## config.mk

```make
export PLATFORM = sky130hd
export DESIGN_NAME = frame_filler_flat
export DESIGN_NICKNAME = d
export VERILOG_FILES = /design/src/rtl/frame_filler_pkg.sv /design/src/rtl/frame_filler_if.sv /design/src/rtl/frame_filler_addr_gen.sv /design/src/rtl/frame_filler.sv /design/src/flat_wrapper.sv
export SDC_FILE = /design/constraint.sdc
export NUM_CORES = 1
export LEC_CHECK = 0
export ABC_AREA = 1
export ABC_CLOCK_PERIOD_IN_PS = 4620
export BUFFER_PORTS_ARGS = -buffer_cell sky130_fd_sc_hd__buf_2
export CORE_ASPECT_RATIO = 1.1
export CORE_MARGIN = 1
export CORE_UTILIZATION = 29
export CTS_CLUSTER_DIAMETER = 200
export CTS_CLUSTER_SIZE = 20
export DETAILED_ROUTE_END_ITERATION = 8
export SLEW_MARGIN = 20
export SYNTH_ARGS = -nofsm -noshare
export SYNTH_HDL_FRONTEND = slang
export SYNTH_SLANG_ARGS = --single-unit
export TNS_END_PERCENT = 10
```

## constraint.sdc

```tcl
create_clock -name clk -period 4.62 [get_ports clk]
set_input_delay 0.693 -clock clk [delete_from_list [all_inputs] [get_ports clk]]
set_output_delay 0.693 -clock clk [all_outputs]
set_load 0.03 [all_outputs]
```

## src/rtl/frame_filler_pkg.sv

```systemverilog
// frame_filler_pkg
//   Shared definitions for the frame-filler command responder:
//   FSM state encoding, DRAM burst geometry and the byte-to-burst
//   address packing used by every engine that talks to the DRAM
//   request controller.
package frame_filler_pkg;

  typedef enum logic [1:0] {
    S_IDLE  = 2'd0,
    S_BEAT0 = 2'd1,
    S_BEAT1 = 2'd2
  } state_t;

  localparam int BURST_BYTES    = 32;   // one af entry covers 32 bytes
  localparam int BURST_LOG2     = $clog2(BURST_BYTES);
  localparam int BEATS          = 2;    // 128-bit wdf beats per burst
  localparam int PIX_BYTES_LOG2 = 2;    // 4 bytes per pixel (pad + RGB)

  // DRAM controller addresses 8-byte units; upper bits are reserved zero.
  function automatic logic [30:0] dram_addr(input logic [27:0] byte_addr);
    return {6'b0, byte_addr[27:3]};
  endfunction

endpackage

```

## src/rtl/frame_filler_if.sv

```systemverilog
// frame_filler_if
//   Groups the command handshake (FF_*) and the DRAM request
//   controller FIFO ports (af_*, wdf_*).
//   slave  : the frame filler (accepts commands, pushes bursts)
//   master : the environment (command processor + DRAM controller)
interface frame_filler_if;
  logic         FF_valid;
  logic [23:0]  FF_color;
  logic [31:0]  FF_frame;
  logic         FF_ready;
  logic         FF_done;
  logic         af_full;
  logic         wdf_full;
  logic [30:0]  af_addr_din;
  logic         af_wr_en;
  logic [127:0] wdf_din;
  logic [15:0]  wdf_mask_din;
  logic         wdf_wr_en;

  modport slave (
    input  FF_valid, FF_color, FF_frame, af_full, wdf_full,
    output FF_ready, FF_done, af_addr_din, af_wr_en,
           wdf_din, wdf_mask_din, wdf_wr_en
  );

  modport master (
    output FF_valid, FF_color, FF_frame, af_full, wdf_full,
    input  FF_ready, FF_done, af_addr_din, af_wr_en,
           wdf_din, wdf_mask_din, wdf_wr_en
  );
endinterface

```

## src/rtl/frame_filler_addr_gen.sv

```systemverilog
// frame_addr_gen
//   Walks the visible area of a frame one 8-pixel burst at a time.
//   Ports:
//     clk, rst      clock, synchronous active-low reset
//     i_clear       restart at burst (0,0)
//     i_advance     step to the next burst (row-major)
//     i_base        frame base, byte address bits [27:5]
//     o_byte_addr   byte address of the current burst
//     o_last        current burst is the final one of the frame
module frame_addr_gen
  import frame_filler_pkg::*;
#(
  parameter int H_PIXELS        = 800,
  parameter int V_PIXELS        = 600,
  parameter int ROW_STRIDE_LOG2 = 10
) (
  input  logic        clk,
  input  logic        rst,
  input  logic        i_clear,
  input  logic        i_advance,
  input  logic [22:0] i_base,
  output logic [27:0] o_byte_addr,
  output logic        o_last
);

  localparam int XN = H_PIXELS / 8;
  localparam int XW = $clog2(XN + 1);
  localparam int YW = $clog2(V_PIXELS + 1);
  localparam logic [XW-1:0] X_LAST = XW'(XN - 1);
  localparam logic [YW-1:0] Y_LAST = YW'(V_PIXELS - 1);

  logic [XW-1:0] r_x;
  logic [YW-1:0] r_y;
  logic [27:0]   w_base, w_y_off, w_x_off;

  always_ff @(posedge clk) begin
    if (!rst) begin
      r_x <= '0;
      r_y <= '0;
    end else if (i_clear) begin
      r_x <= '0;
      r_y <= '0;
    end else if (i_advance) begin
      if (r_x == X_LAST) begin
        r_x <= '0;
        r_y <= r_y + YW'(1);
      end else begin
        r_x <= r_x + XW'(1);
      end
    end
  end

  assign o_last = (r_x == X_LAST) && (r_y == Y_LAST);

  // Row pitch is a power of two, so both offsets are pure shifts.
  assign w_base      = 28'(i_base) << BURST_LOG2;
  assign w_y_off     = 28'(r_y) << (ROW_STRIDE_LOG2 + PIX_BYTES_LOG2);
  assign w_x_off     = 28'(r_x) << BURST_LOG2;
  assign o_byte_addr = w_base + w_y_off + w_x_off;

endmodule

```

## src/rtl/frame_filler.sv

```systemverilog
// frame_filler
//   Fills every visible pixel of a frame buffer with one colour.
//   Each 8-pixel burst is one af push plus two wdf pushes; FF_ready
//   stays low for the whole fill so the command stream stalls.
//   Ports:
//     clk   system clock
//     rst   synchronous active-low reset (aborts a fill in progress)
//     bus   frame_filler_if.slave: FF_* command handshake and
//           af/wdf FIFO push interface
module frame_filler
  import frame_filler_pkg::*;
#(
  parameter int H_PIXELS        = 800,
  parameter int V_PIXELS        = 600,
  parameter int ROW_STRIDE_LOG2 = 10
) (
  input  logic           clk,
  input  logic           rst,
  frame_filler_if.slave  bus
);

  state_t      r_state, w_state_nxt;
  logic [23:0] r_color;
  logic [22:0] r_frame;
  logic        r_done;

  logic        w_ready, w_af_wr, w_wdf_wr;
  logic        w_clear, w_adv, w_done_nxt, w_last;
  logic [27:0] w_byte_addr;
  logic        w_unused_frame;

  // Only bits [27:5] of the frame address select a burst.
  assign w_unused_frame = ^{bus.FF_frame[31:28], bus.FF_frame[4:0]};

  frame_addr_gen #(
    .H_PIXELS        (H_PIXELS),
    .V_PIXELS        (V_PIXELS),
    .ROW_STRIDE_LOG2 (ROW_STRIDE_LOG2)
  ) u_addr (
    .clk         (clk),
    .rst         (rst),
    .i_clear     (w_clear),
    .i_advance   (w_adv),
    .i_base      (r_frame),
    .o_byte_addr (w_byte_addr),
    .o_last      (w_last)
  );

  // Everything is qualified by rst so no push or ready leaks out while
  // reset is held, even before the state register has been cleared.
  always_comb begin
    w_state_nxt = r_state;
    w_ready     = 1'b0;
    w_af_wr     = 1'b0;
    w_wdf_wr    = 1'b0;
    w_clear     = 1'b0;
    w_adv       = 1'b0;
    w_done_nxt  = 1'b0;
    if (rst) begin
      case (r_state)
        S_IDLE: begin
          w_ready = 1'b1;
          if (bus.FF_valid) begin
            w_clear     = 1'b1;
            w_state_nxt = S_BEAT0;
          end
        end
        S_BEAT0: begin
          // Address and first data beat go together so the two FIFOs
          // never drift apart by more than the second beat.
          w_af_wr  = !bus.af_full && !bus.wdf_full;
          w_wdf_wr = w_af_wr;
          if (w_af_wr) w_state_nxt = S_BEAT1;
        end
        S_BEAT1: begin
          w_wdf_wr = !bus.wdf_full;
          if (w_wdf_wr) begin
            w_adv = 1'b1;
            if (w_last) begin
              w_done_nxt  = 1'b1;
              w_state_nxt = S_IDLE;
            end else begin
              w_state_nxt = S_BEAT0;
            end
          end
        end
        default: w_state_nxt = S_IDLE;
      endcase
    end
  end

  always_ff @(posedge clk) begin
    if (!rst) begin
      r_state <= S_IDLE;
      r_color <= '0;
      r_frame <= '0;
      r_done  <= 1'b0;
    end else begin
      r_state <= w_state_nxt;
      r_done  <= w_done_nxt;
      if (w_clear) begin
        r_color <= bus.FF_color;
        r_frame <= bus.FF_frame[27:5];
      end
    end
  end

  assign bus.FF_ready     = w_ready;
  assign bus.FF_done      = r_done;
  assign bus.af_wr_en     = w_af_wr;
  assign bus.wdf_wr_en    = w_wdf_wr;
  assign bus.af_addr_din  = dram_addr(w_byte_addr);
  assign bus.wdf_din      = {4{8'h00, r_color}};
  assign bus.wdf_mask_din = 16'h0000;

endmodule

```

## src/flat_wrapper.sv

```systemverilog
// flat-port wrapper written by rule: the top's interface ports become plain ports
module frame_filler_flat import frame_filler_pkg::*;
#(
  parameter int H_PIXELS        = 800,
  parameter int V_PIXELS        = 600,
  parameter int ROW_STRIDE_LOG2 = 10
)
  (clk, rst, bus_FF_valid, bus_FF_color, bus_FF_frame, bus_af_full, bus_wdf_full, bus_FF_ready, bus_FF_done, bus_af_addr_din, bus_af_wr_en, bus_wdf_din, bus_wdf_mask_din, bus_wdf_wr_en);
  frame_filler_if bus_i ();
  input  logic clk;
  input  logic rst;
  input wire logic [$bits(bus_i.FF_valid)-1:0] bus_FF_valid;
  input wire logic [$bits(bus_i.FF_color)-1:0] bus_FF_color;
  input wire logic [$bits(bus_i.FF_frame)-1:0] bus_FF_frame;
  input wire logic [$bits(bus_i.af_full)-1:0] bus_af_full;
  input wire logic [$bits(bus_i.wdf_full)-1:0] bus_wdf_full;
  output wire logic [$bits(bus_i.FF_ready)-1:0] bus_FF_ready;
  output wire logic [$bits(bus_i.FF_done)-1:0] bus_FF_done;
  output wire logic [$bits(bus_i.af_addr_din)-1:0] bus_af_addr_din;
  output wire logic [$bits(bus_i.af_wr_en)-1:0] bus_af_wr_en;
  output wire logic [$bits(bus_i.wdf_din)-1:0] bus_wdf_din;
  output wire logic [$bits(bus_i.wdf_mask_din)-1:0] bus_wdf_mask_din;
  output wire logic [$bits(bus_i.wdf_wr_en)-1:0] bus_wdf_wr_en;
  assign bus_i.FF_valid = bus_FF_valid;
  assign bus_i.FF_color = bus_FF_color;
  assign bus_i.FF_frame = bus_FF_frame;
  assign bus_i.af_full = bus_af_full;
  assign bus_i.wdf_full = bus_wdf_full;
  assign bus_FF_ready = bus_i.FF_ready;
  assign bus_FF_done = bus_i.FF_done;
  assign bus_af_addr_din = bus_i.af_addr_din;
  assign bus_af_wr_en = bus_i.af_wr_en;
  assign bus_wdf_din = bus_i.wdf_din;
  assign bus_wdf_mask_din = bus_i.wdf_mask_din;
  assign bus_wdf_wr_en = bus_i.wdf_wr_en;
  frame_filler #(.H_PIXELS(H_PIXELS), .V_PIXELS(V_PIXELS), .ROW_STRIDE_LOG2(ROW_STRIDE_LOG2)) u_core (.clk(clk), .rst(rst), .bus(bus_i));
endmodule
```

---- Yosys cells after proc, flatten, opt, wreduce, memory -nomap -nowiden ----
Cells that the tools add are included.
word-level totals
  bits of input ports ..................... 61
  memories kept ........................... 0
  flip-flop bits (word level) ............. 67
  bits in writable memories ............... 0
  ROM bits ................................ 0
  bits in latches ......................... 0
operators by class
  $add $sub $neg .......................... 4
  mux-type cells .......................... 19
  bitwise operators ....................... 2
  shift operators ......................... 0
  multiply operators ...................... 0
  $lt $le $gt $ge ......................... 0
  divide/modulo/power cells ............... 0
  reduce and logical (&&, ||, !) cells .... 9
  eq/ne operators ......................... 7
operators by type and width
  kind                                                                    number
  28-bit by 12-bit adder with 28-bit output                               1
  28-bit by 22-bit adder with 28-bit output                               1
  1-bit two-way mux                                                       13
  10-bit by 1-bit adder with 10-bit output (second input constant)        1
  10-bit equality test (second input constant)                            1
  7-bit by 1-bit adder with 7-bit output (second input constant)          1
  7-bit equality test (second input constant)                             1
  7-bit two-way mux                                                       1
  2-bit two-way mux                                                       3
  2-bit one-hot mux with 3 select lines                                   1
  2-bit != test (second input constant)                                   2
  3-bit AND reduction                                                     1
  3-bit OR reduction                                                      1
  2-bit by 1-bit equality test with 1-bit output (second input constant)  1
  2-bit equality test (second input constant)                             1
  1-bit logical AND                                                       2
  1-bit zero test                                                         2
  2-bit zero test                                                         1
  2-bit by 1-bit != test with 1-bit output (second input constant)        1
  1-bit inverter                                                          2
  1-bit one-hot mux with 2 select lines                                   1
  2-bit AND reduction                                                     1
  2-bit OR reduction                                                      1

---- Depth between registers and ports, before layout ----
Gate-level depths: netlist of the first run.
  depth after elaboration ................. 5
  gate-level depth with buffers ........... 12

---- By module ----
Synthesis of the first run repeated with hierarchy kept, for this count alone.
second synthesis, totals
  cells, all modules ...................... 797
  area total of the unflattened synthesis .. 5358.9 µm²
by module, submodules not included
  module          times used  area an instance (µm²)  cells an instance
  frame_filler    1           3009.1                  375
  frame_addr_gen  1           2349.8                  422

---- Worst setup path before layout of the first run ----
No wires, ideal clock.
  path type ............................... register to output
  from .................................... reg u_core.u_addr.r_x[0]
  to ...................................... out bus_af_addr_din[18]
  stages on the path, launching flop included .. 12
  path slack .............................. 1964 ps
  buffers on the path ..................... 0
  required time ........................... 3927 ps
  data arrival time ....................... 1963 ps
  cell sequence ........................... dfxtp_1 > ha_1 > inv_1 > fa_1 > inv_1 > nand3_1 > nand3_1 > nand2_1 > nand2_1 > nand2_1 > nand2_1 > xor2_1
on the way
  longest elaborated chain between the ends .. 1
RTL lines
  item                                       line                         source
  start: declaration                         frame_filler_addr_gen.sv:32  logic [XW-1:0] r_x;
  start signal: assignment                   frame_filler_addr_gen.sv:48  r_x <= r_x + XW'(1);
  28-bit by 12-bit adder with 28-bit output  frame_filler_addr_gen.sv:59  assign o_byte_addr = w_base + w_y_off + w_x_off;
  end: declaration                           flat_wrapper.sv:19           output wire logic [$bits(bus_i.af_addr_din)-1:0] bus_af_addr_din;
No other way between the ends.

---- Worst setup path after layout of the first run ----
Same ends and word-level chain as after synthesis.

==> results of run 1 <==
## sequential cells by signal (all words and copies together), names as in the netlist
| signal | count |
|---|---|
| u_core.bus.FF_done | 1 |
| u_core.r_color | 24 |
| u_core.r_frame | 23 |
| u_core.r_state | 2 |
| u_core.u_addr.r_x | 7 |
| u_core.u_addr.r_y | 10 |
## stage by stage
step / utilization / power (mW) / instances / cell area (sq um) / hold slack, ns
5_1_grt: 0.333 / 2.65 / 989 / 5500 / 0.511
3_5_place_dp: 0.316 / 1.84 / 973 / 5210 / 0.466
4_1_cts: 0.333 / 2.54 / 989 / 5500 / 0.480
2_1_floorplan: - / 1.74 / 737 / 5130 / 0.446
6_report: 0.333 / 2.50 / 989 / 5500 / 0.474
3_3_place_gp: 0.316 / 1.84 / 973 / 5210 / 0.458
## cell type report
cell class | count | area [sq um] | share of cell area
inverters | 88 | 330 | 0.0601
multi-input cells | 438 | 2390 | 0.436
well taps | 204 | 255 | 0.0464
clock inverters | 2 | 35.0 | 0.00637
clock buffers | 14 | 254 | 0.0462
flip-flops and latches | 67 | 1340 | 0.244
repair buffers | 176 | 886 | 0.161
## layer usage
metal / vias to the layer above / share of wire / global-route usage
met2: 192 / 0.47 / 0.252
met5: - / 0 / 0
li1: 2225 / - / -
met4: 0 / 0.012 / 0.0476
met1: 1994 / 0.45 / 0.181
met3: 7 / 0.069 / 0.0451
## cell usage in the layout, fill, tap and decap left out, types with 2 or more instances in the layout
master     instances
nand2_1          152
dfxtp_1           67
nor3b_1            2
xnor2_1            2
nor3_1            13
ha_1              23
o21ai_0           13
a32o_1            40
nand4_1            8
clkbuf_1           4
buf_4              2
nor2_1            43
clkbuf_16          9
nand3_1           26
inv_2              3
inv_1             85
xor2_1            13
a21oi_1           26
o21ai_1            5
buf_2            174
conb_1            56
nor2_4             2
## worst max-delay path: cells and delay by family (launching register included)
kind / cells / cell delay (ns)
buf+inv: 3 / 0.39
flops: 1 / 0.37
fa+ha+maj: 2 / 0.61
xor+xnor: 1 / 0.19
simple gates: 6 / 0.60
## worst max path at each step
stage | endpoint | slack [ns] | cells past startpoint
2_1_floorplan | bus_af_addr_din[18] | 1.96 | 11
3_3_place_gp | u_core.u_addr.r_x[4] | 1.71 | 9
3_5_place_dp | u_core.u_addr.r_x[4] | 1.68 | 9
4_1_cts | bus_af_addr_din[18] | 1.44 | 12
5_1_grt | bus_af_addr_din[20] | 1.27 | 13
6_report | bus_af_addr_din[18] | 1.44 | 12
## report_power, final
group | switching [mW] | internal, mW | total, mW
clock network | 0.247 | 0.432 | 0.680
registers | 0.0831 | 0.668 | 0.751
logic | 0.789 | 0.283 | 1.07
total | 1.12 | 1.38 | 2.50
## logic make-up (layout without fill, tap and decap cells)
family	count (synthesis)	after routing	synth area share
xor+xnor	15	15	0.0267
fa+ha+maj	24	24	0.0625
other cells	1	56	0.000762
simple gates	254	254	0.221
flops	67	67	0.272
buf+inv	232	280	0.283
compound gates	89	89	0.133
==> metrics.txt, run 1 <==
Yosys reg bits 67; largest net degree at the start of global routing 43; worst path required time 3.93 ns; Hold EP u_core.r_frame[0]; CP max-delay cell fa_1; Max clock buf depth 2; FMAX 314 MHz; I/O pins 240; postcts setup bufs 0; Avg Cell Area, Syn 7.22 sq um; Peak VDD IR 262 uV; fillers 1831; Max-slew headroom 0.424; most instantiated cells after synthesis nand2_1, buf_4, inv_1; top cell type's share of synthesized area 0.272; crit end category output pin; crit share post-route 0.688; clock-pin slew on the worst setup and hold paths 0.05 ns; Async S/R FF share, synth 0; run status complete, no violations; htree depth 3; Worst-Skew Late Latency 0.33 ns; reg2reg start u_core.r_state[0]; reg-to-reg endpoint u_core.u_addr.r_x[4]; hpwl dp 9880 microns; WS Path Type register to output pin; first-pass GRT wire length 20400 microns; die area 0.0175 sq mm; worst reg-to-reg path cell count 10; vias per inst 4.47; Worst EP arrival 2.49 ns; total number of vias 4418; die extent in x 126 microns; post-route setup TNS 0 ns; fin crit period 3.18 ns; Max Transition Viols Final 0; ANT nets after route 0; Setup WS pre-CTS 1.68 ns; R2R setup slack 2.26 ns; post-cts sizing count 0; max-cap check violation count 0; cts hold-fix bufs 0; Synth Cell Area 0.00492 sq mm; cell chosen for the clock root clkbuf_16; drt wl/cell 12.7 microns; post-synth top area cell dfxtp_1; skew final 0.00464 ns; core area 0.0165 sq mm; Die Height 139 microns; PnR worst setup slack 1.44 ns; TritonCTS Buffers 9; Post-synth EDFFs 0; Final Setup Violations 0; layout cells sized above 1 0.254; Row Count 49; final net count 865; Area contributors post-synth dfxtp_1, buf_4, nand2_1; DR pass1 iterations 5; Worst Hold Class register to register; RD Place Congestion 0.855; Layout area overhead 11.6%; Synth Warn # 0; Final Hold Viols 0; GRT Total Usage 0.149; type of origin of the critical path register; top_reg_cell synth dfxtp_1; grt total ovfl 0; RSZ-0062 raised after global routing false; Pleak 3.01 nW; Sink Count 67; PortBufs 174; Initial Util 0.299; slowest cell delay on critical path 0.41 ns; vias in the first global route 3986; Hold Crit Depth 1; Crit. Startpoint u_core.u_addr.r_x[0]; count leader, synth nand2_1; DRC 0; crit path cell chain ha_1, inv_1, fa_1, inv_1, nand3_1, nand3_1, nand2_1, nand2_1, nand2_1, nand2_1, xor2_1, buf_2; pwr dens 455 mW/mm^2; most used cell along the critical path nand2_1; maximum net fanout on the critical path 4; initial antenna violation count 0; library cells used by synthesis 37; Post-Syn Instances 682; worst hold start u_core.r_frame[0]; CTS tree built; DR iter-0 viols 229; Seq/Total Area, Yosys 0.272; final WL 12600 microns; n_diodes 0; worst slew pin tran 0.864 ns
(Power assumes the default switching activity.)
==> inputs of run 2 (changes only) <==
- ABC_CLOCK_PERIOD_IN_PS: 4620 -> 2830
- clock period: 4.62 -> 2.83 ns (I/O delays scaled with it)
==> metrics.txt, run 2 (same netlist as run 1, synthesis figures left out) <==
CP max-delay cell dfxtp_1; vias per inst 4.44 (-0.61%); die extent in x 126 microns (unchanged); Largest Register u_core.r_color; FMAX 376 MHz; TritonCTS Buffers 9 (unchanged); max-cap check violation count 0 (unchanged); run status complete, no violations; cell family with most CP delay simple AND/OR/NAND/NOR gates; Finished Layout Cells 993 (+0.40%); max FFs per register 24 (unchanged); core area 0.0165 sq mm (unchanged); DRC 0 (unchanged); dpl cell area 0.00524 sq mm (+0.58%); fin crit period 2.66 ns; fillers 1798 (-1.8%); n_diodes 0 (unchanged); cell chosen for the clock root clkbuf_16; total number of vias 4409 (-0.20%); PortBufs 174 (unchanged); RD Place Congestion 0.834 (-2.5%); WP depth 9 (-3); crit share post-route 0.940; type of origin of the critical path register; Pleak 3.06 nW (+1.6%); slowest cell delay on critical path 0.47 ns (+0.06 ns); GRT Total Usage 0.148 (-0.00172); Placed Cells 977 (+0.41%); Final Setup Violations 0 (unchanged); Max clock buf depth 2 (unchanged); fin area 0.00559 sq mm (+1.7%); postcts setup bufs 0 (unchanged); Layout area overhead 13.6%; worst reg-to-reg path cell count 7 (-3); crit end category output pin; worst path required time 2.41 ns (-1.52 ns); R2R setup slack 1.02 ns (-1.24 ns); final WL 12700 microns (+0.98%); Hold Crit Depth 3 (+2); largest net degree at the start of global routing 41 (-4.7%); CTS tree built; pwr dens 757 mW/mm^2 (+66%); Die Height 139 microns (unchanged); vias in the first global route 3988 (+0.050%); post-cts sizing count 1 (+1); final net count 869 (+0.46%); WP buf/inv 2 (-1); Worst-Skew Late Latency 0.34 ns (about the same); Max Transition Viols Final 0 (unchanged); htree depth 3 (unchanged); most used cell along the critical path nand2_1; maximum net fanout on the critical path 6 (+2); Initial Util 0.299 (unchanged); commonest cells after routing, fill and taps aside buf_2, nand2_1, inv_1; Worst EP arrival 2.24 ns (-0.25 ns); die area 0.0175 sq mm (unchanged); hpwl dp 10200 microns (+2.9%); I/O pins 240 (unchanged); crit path cell chain ha_1, nand2_1, inv_1, a21oi_1, nand2_1, nor2_1, or2_1, nand2_1, buf_2; post-route setup TNS 0 ns (unchanged); most common cell after layout, fill and taps aside buf_2; Sink Count 67 (unchanged); first-pass GRT wire length 20100 microns (-1.5%); Peak VDD IR 415 uV (+58%); clock-pin slew on the worst setup and hold paths 0.06 ns (about the same); ANT nets after route 0 (unchanged); WS Path Type register to output pin; Row Count 49 (unchanged); cts hold-fix bufs 0 (unchanged); skew final 0.00722 ns (+0.00257 ns); layout cells sized above 1 0.270 (+0.0165); Worst Hold Class primary input to register; DR pass1 iterations 4 (-1); largest registers u_core.r_color x24, u_core.r_frame x23, u_core.u_addr.r_y x10; initial antenna violation count 0 (unchanged); DR iter-0 viols 146 (-36%); drt wl/cell 12.8 microns (+0.57%); grt total ovfl 0 (unchanged); RSZ-0062 raised after global routing false; Final Hold Viols 0 (unchanged)
run 2: worst reg2reg max path: cells and delay by family (launching register included):
family	cells	cell delay, ns
simple gates	3	0.63
flops	1	0.38
buf+inv	3	0.49
fa+ha+maj	1	0.22
run 2: report_power, final:
| part | total (mW) | internal [mW] | switching [mW] |
|---|---|---|---|
| combinational | 1.77 | 0.477 | 1.29 |
| sequential | 1.23 | 1.09 | 0.136 |
| clock | 1.24 | 0.795 | 0.441 |
run 2: through the flow:
| step | hold slack [ns] | utilization | power (mW) | worst slack (ns) |
|---|---|---|---|---|
| after detailed placement | 0.460 | 0.318 | 3.02 | 0.376 |
| after global placement | 0.453 | 0.318 | 3.02 | 0.378 |
| after floorplan | 0.446 | - | 2.84 | 0.443 |
| after global routing | 0.318 | 0.339 | 4.47 | 0.00942 |
| final | 0.318 | 0.339 | 4.23 | 0.170 |
| after CTS | 0.308 | 0.338 | 4.28 | 0.0178 |
run 2: cell type report:
type	count	area, sq um	area share
inverter	88	330	0.0591
timing repair buffer	180	923	0.165
clock inverter	6	88.8	0.0159
clock buffer	10	239	0.0427
tap	204	255	0.0456
multi-input combinational	438	2410	0.431
sequential	67	1340	0.240
run 2: final timing paths:
path	from	endpoint
min	bus_FF_frame[26]	u_core.r_frame[21]
max	u_core.u_addr.r_y[5]	bus_af_addr_din[15]
max reg2reg	u_core.r_state[0]	u_core.u_addr.r_y[2]
min reg2reg	u_core.r_frame[0]	u_core.r_frame[0]
run 2: routing by layer:
metal  vias up  wire, microns  track usage  share of wire
met5         -              0            0              0
met4         0            167       0.0520          0.013
met3        12           1030       0.0421          0.081
met2       169           5840        0.246           0.46
met1      1984           5690        0.181           0.45
li1       2244              -            -              -
